`src/rtl/jk_excitation_driver.sv`:
```
// jk_excitation_driver
// Drives the J/K/enable pins of an external JK latch to move it to a
// requested state, then checks the latch output and reports the result.
//
// Sequence per request: IDLE -> SETUP (1 cycle, J/K applied, enable low)
//   -> PULSE (PULSE_CYCLES, enable high) -> HOLD (SETTLE_CYCLES, enable low)
//   -> CHECK (1 cycle, done pulse, mismatch if q != target) -> IDLE.
//
// Build option: define JK_TOGGLE_EXCITATION_EN to drive J=1 K=1 (toggle)
// for changing transitions instead of the default set/reset excitation.
//
// Ports:
//   cp           clock, rising edge
//   notreset     asynchronous active-low reset
//   target       requested next latch state
//   targetValid  target offered
//   targetReady  block accepts a target (registered, IDLE only)
//   q            latch Q output
//   jack, kilby  J and K drive to the latch
//   enable       latch enable pulse
//   done         one-cycle pulse when the transition is complete
//   mismatch     one-cycle pulse with done when q differs from target
//   errCount     saturating mismatch count
`timescale 1ns/1ps
module jk_excitation_driver #(
  parameter int SETTLE_CYCLES = 1,
  parameter int PULSE_CYCLES  = 1
) (
  input  logic       cp,
  input  logic       notreset,
  input  logic       target,
  input  logic       targetValid,
  output logic       targetReady,
  input  logic       q,
  output logic       jack,
  output logic       kilby,
  output logic       enable,
  output logic       done,
  output logic       mismatch,
  output logic [7:0] errCount
);

  localparam logic [2:0] IDLE  = 3'd0;
  localparam logic [2:0] SETUP = 3'd1;
  localparam logic [2:0] PULSE = 3'd2;
  localparam logic [2:0] HOLD  = 3'd3;
  localparam logic [2:0] CHECK = 3'd4;

  localparam logic [3:0] PULSE_LAST  = 4'(PULSE_CYCLES - 1);
  localparam logic [3:0] SETTLE_LAST = 4'(SETTLE_CYCLES - 1);

  logic [2:0] state;
  logic [2:0] state_nx;
  logic [3:0] cnt;
  logic       tgt;
  logic       accept;
  logic       drive_nx;
  logic       mism_nx;
  logic [1:0] jk_nx;

  // Returns {J, K} for a move from current latch state qp to requested t.
  function automatic logic [1:0] excite(input logic qp, input logic t);
`ifdef JK_TOGGLE_EXCITATION_EN
    excite = (qp != t) ? 2'b11 : 2'b00;
`else
    excite = {t & ~qp, ~t & qp};
`endif
  endfunction

  assign accept = (state == IDLE) && targetReady && targetValid;

  always_comb begin
    state_nx = state;
    case (state)
      IDLE:    if (accept) state_nx = SETUP;
      SETUP:   state_nx = PULSE;
      PULSE:   if (cnt == PULSE_LAST) state_nx = HOLD;
      HOLD:    if (cnt == SETTLE_LAST) state_nx = CHECK;
      CHECK:   state_nx = IDLE;
      default: state_nx = IDLE;
    endcase
  end

  // J/K are computed from the live target and q at the handshake edge and
  // then simply recirculate from the output registers until CHECK.
  always_comb begin
    jk_nx    = accept ? excite(q, target) : {jack, kilby};
    drive_nx = (state_nx == SETUP) || (state_nx == PULSE) || (state_nx == HOLD);
    mism_nx  = (state_nx == CHECK) && (q != tgt);
  end

  // Every output is registered from the next-state decode so it lines up
  // with the state it belongs to.
  always_ff @(posedge cp or negedge notreset) begin
    if (!notreset) begin
      state       <= IDLE;
      cnt         <= '0;
      targetReady <= 1'b0;
      jack        <= 1'b0;
      kilby       <= 1'b0;
      enable      <= 1'b0;
      done        <= 1'b0;
      mismatch    <= 1'b0;
      errCount    <= '0;
    end else begin
      state       <= state_nx;
      cnt         <= (state_nx != state) ? 4'd0 : cnt + 4'd1;
      targetReady <= (state_nx == IDLE);
      jack        <= drive_nx & jk_nx[1];
      kilby       <= drive_nx & jk_nx[0];
      enable      <= (state_nx == PULSE);
      done        <= (state_nx == CHECK);
      mismatch    <= mism_nx;
      if (mism_nx && (errCount != 8'hFF)) errCount <= errCount + 8'd1;
    end
  end

  // Requested state, captured at the handshake for the final comparison.
  always_ff @(posedge cp) begin
    if (accept) tgt <= target;
  end

endmodule

```
`config.mk`:
```
export PLATFORM = sky130hd
export DESIGN_NAME = jk_excitation_driver
export DESIGN_NICKNAME = d
export VERILOG_FILES = /design/src/rtl/jk_excitation_driver.sv
export SDC_FILE = /design/constraint.sdc
export NUM_CORES = 1
export LEC_CHECK = 0
export CORE_ASPECT_RATIO = 0.8
export CORE_MARGIN = 2
export CORE_UTILIZATION = 53
export CTS_BUF_LIST = sky130_fd_sc_hd__clkbuf_8
export CTS_CLUSTER_DIAMETER = 50
export DETAILED_ROUTE_END_ITERATION = 10
export PLACE_DENSITY_LB_ADDON = 0.2
export SLEW_MARGIN = 25
export SYNTH_ARGS = -nofsm -noshare
export SYNTH_HDL_FRONTEND = slang
export SYNTH_SLANG_ARGS = --single-unit
```
`constraint.sdc`:
```
create_clock -name cp -period 2.1 [get_ports cp]
set_input_delay 0.21 -clock cp [delete_from_list [all_inputs] [get_ports cp]]
set_output_delay 0.21 -clock cp [all_outputs]
set_load 0.01 [all_outputs]
```
==> results.yml <==
synthesis:
  synth_cell_types: 28
  synthesis.area_um2: 1030
  ys_async_sr_fraction: 0.955
  synth_top_area_frac: 0.511
  synth_edf_count: 1
  yosys_warnings: 0
  yosysSeqAreaShare: 0.540
  postSynthCellCount: 86
  synth_top_cell_by_area: "dfrtp_1"
  ys_top_cells_by_area: "dfrtp_1 51%, xor2_1 8.5%, ha_1 3.6%, nor4_2 3.6%, nand3_1 2.9%"
  synth_fp_nets: 94
  ys_ff_latch: 22
  synthFlopType: "dfrtp_1"
  avgSynthCellArea_um2: 12.0
grt:
  grt_max_degree: 22
  grt_pass1_wl_mm: 2.86
  antenna_found_initial: 0
  grt.overflow.total: 0
  grt_pass1_vias: 634
  grt_use_total: 0.173
die:
  core_area_um2: 1860
  die_h_um: 43.4
  dieArea_um2: 2310
  num_io_pins: 19
  rows: 14
  die_w_um: 53.3
  initial_core_util: 0.554
setup_path:
  path_cells: "inv_1 > ha_1 > nor3b_4 > nand3_4 > nor2_1 > mux2_2"
  rr_worst_depth: 6
  critical_path.slowest_cell: "dfrtp_1"
  crit_end: "errCount[1]$_DFFE_PN0P_"
  startpoint: "cnt[0]$_DFF_PN0_"
  critPathTopFamily: "simple AND/OR/NAND/NOR gates"
  cp-end-kind: "flop"
  path_buf_inv: 1
  start_kind: "flop"
  cp_num_cells: 6
  critPathMaxStageDelay_ns: 0.41
  ff2ff_setup_slack_ns: 0.27
  timing.rr.start: "cnt[0]$_DFF_PN0_"
  cp_max_fo: 8
  r2r-end: "errCount[1]$_DFFE_PN0P_"
  cp.arrival_ns: 1.97
  critPathKind: "flop to flop"
  crit_required_ns: 2.25
routing:
  postRouteWirelength_mm: 1.59
  vias_per_cell: 5.12
  vias: 681
  drc: 0
  routedWlPerCell_um: 11.9
  ant_nets: 0
  drt-initial-drc-count: 6
  dr.pass1.iters: 4
timing:
  fin_setup_tns_ns: 0
  worst_clock_skew_ns: 0.00394
  worst_pin_slew_ns: 0.560
  fmax_ghz: 0.548
  maxSlewViolCount: 0
  rsz0062_at_grt: "no"
  fin_crit_ns: 1.83
  setup_viol: 0
  hold_viol: 0
  max-slew-margin-rel: 0.624
  fin_crit_sh: 0.869
  worst_slack_ns: 0.274
final_layout:
  final_common_cell: "dfrtp_1"
  nets: 118
  utilization: 0.701
  mostFrequentLayoutCells: "21 x dfrtp_1, 18 x clkdlybuf4s50_1, 10 x xor2_1"
  syn2layout_area_growth_pct: 26.5
  antennaDiodeCount: 0
  multi_input_area_um2: 458
  drive_gt1_frac: 0.138
  stdcell_area_um2: 1300
  nFillCells: 157
  seqCellArea_um2: 556
placed_design:
  place_area_um2: 1250
  portBuffers: 18
  post-place-ws_ns: 0.269
  dpl.hpwl_mm: 1.20
  place.gp.congestion: 0.833
pwr:
  vdd_drop_max_v: 0.000882
  power.static_leakage_nw: 0.592
  power_density_nw_per_um2: 1190
  p_total_w: 0.00155
cts:
  cts_buffers: 3
  clk_pin_slew_ns: 0.07
  h-tree-depth: 1
  cts_buffer_depth: 2
  cts_resized: 0
  cts-root-buf: "clkbuf_8"
  post-cts-setup-buffers: 0
  clock_latency_ns: 0.26
  clock_sinks: 22
  holdBufCountCts: 0
  cts_tree: "yes"
flow_run:
  cap_violations: 0
hold_path:
  hold_class: "input pin to async pin"
run_status:
  status: "completed"
==> how the worst min path moves through the flow <==
stage          slack (ns)               end  cells after the start             start
6_report             0.29  cnt[1]$_DFF_PN0_                      2          notreset
5_1_grt              0.32  cnt[1]$_DFF_PN0_                      2          notreset
4_1_cts              0.29  cnt[1]$_DFF_PN0_                      2          notreset
3_5_place_dp         0.49  cnt[0]$_DFF_PN0_                      1  cnt[0]$_DFF_PN0_
3_3_place_gp         0.47  cnt[0]$_DFF_PN0_                      1  cnt[0]$_DFF_PN0_
2_1_floorplan       -0.09  cnt[0]$_DFF_PN0_                      0          notreset
==> state kept, by name, indices dropped and copies added (netlist names) <==
name and cells:
enable 1, done 1, kilby 1, jack 1
errCount 8, tgt 1, cnt 4, mismatch 1
targetReady 1, state 3
==> metal layers <==
| layer | global-route usage | wire (µm) | vias to the layer above |
|---|---|---|---|
| met5 | 0 | 0 | - |
| met4 | 0.0462 | 10 | 0 |
| met3 | 0.0724 | 96 | 2 |
| met2 | 0.244 | 677 | 19 |
| met1 | 0.247 | 803 | 316 |
| li1 | - | - | 344 |
==> cell type report <==
| class | count | share of cell area |
|---|---|---|
| timing repair buffer | 19 | 0.144 |
| inverter | 4 | 0.0115 |
| sequential | 22 | 0.427 |
| tap | 24 | 0.0231 |
| clock buffer | 4 | 0.0423 |
| multi-input combinational | 60 | 0.352 |
==> cell usage after synthesis (2+ instances only) <==
master and count:
inv_1 4, nand2b_1 3, nor2_1 8, nor4_2 3, nand3b_1 2, ha_1 3, and2_1 2, nor3_1 2
dfrtp_1 21, nand3_1 6, nand2_1 3, a21oi_1 4, xor2_1 10
==> per-stage QoR <==
step                      instances  hold slack [ns]
after floorplan                  86          -0.0856
after global placement          129            0.468
after detailed placement        129            0.486
after CTS                       133            0.291
after global routing            133            0.316
final                           133            0.288
==> cell families (layout without fill, tap and decap cells) <==
family,Yosys count,count (layout),synth area share
multiplexers,1,1,0.0109
AO/OA/AOI/OAI,6,6,0.0353
flip-flops,22,22,0.540
buffers and inverters,4,27,0.0146
adder cells (fa/ha/maj),3,3,0.0365
XOR/XNOR,11,11,0.0937
AND/OR/NAND/NOR,39,39,0.269
==> power by group <==
part	switching (W)	internal [W]
Clock	0.000126	0.000167
Sequential	0.000133	0.000546
Combinational	0.000267	0.000308
Total	0.000526	0.00102
No activity file was read; power rests on OpenSTA's default activity.
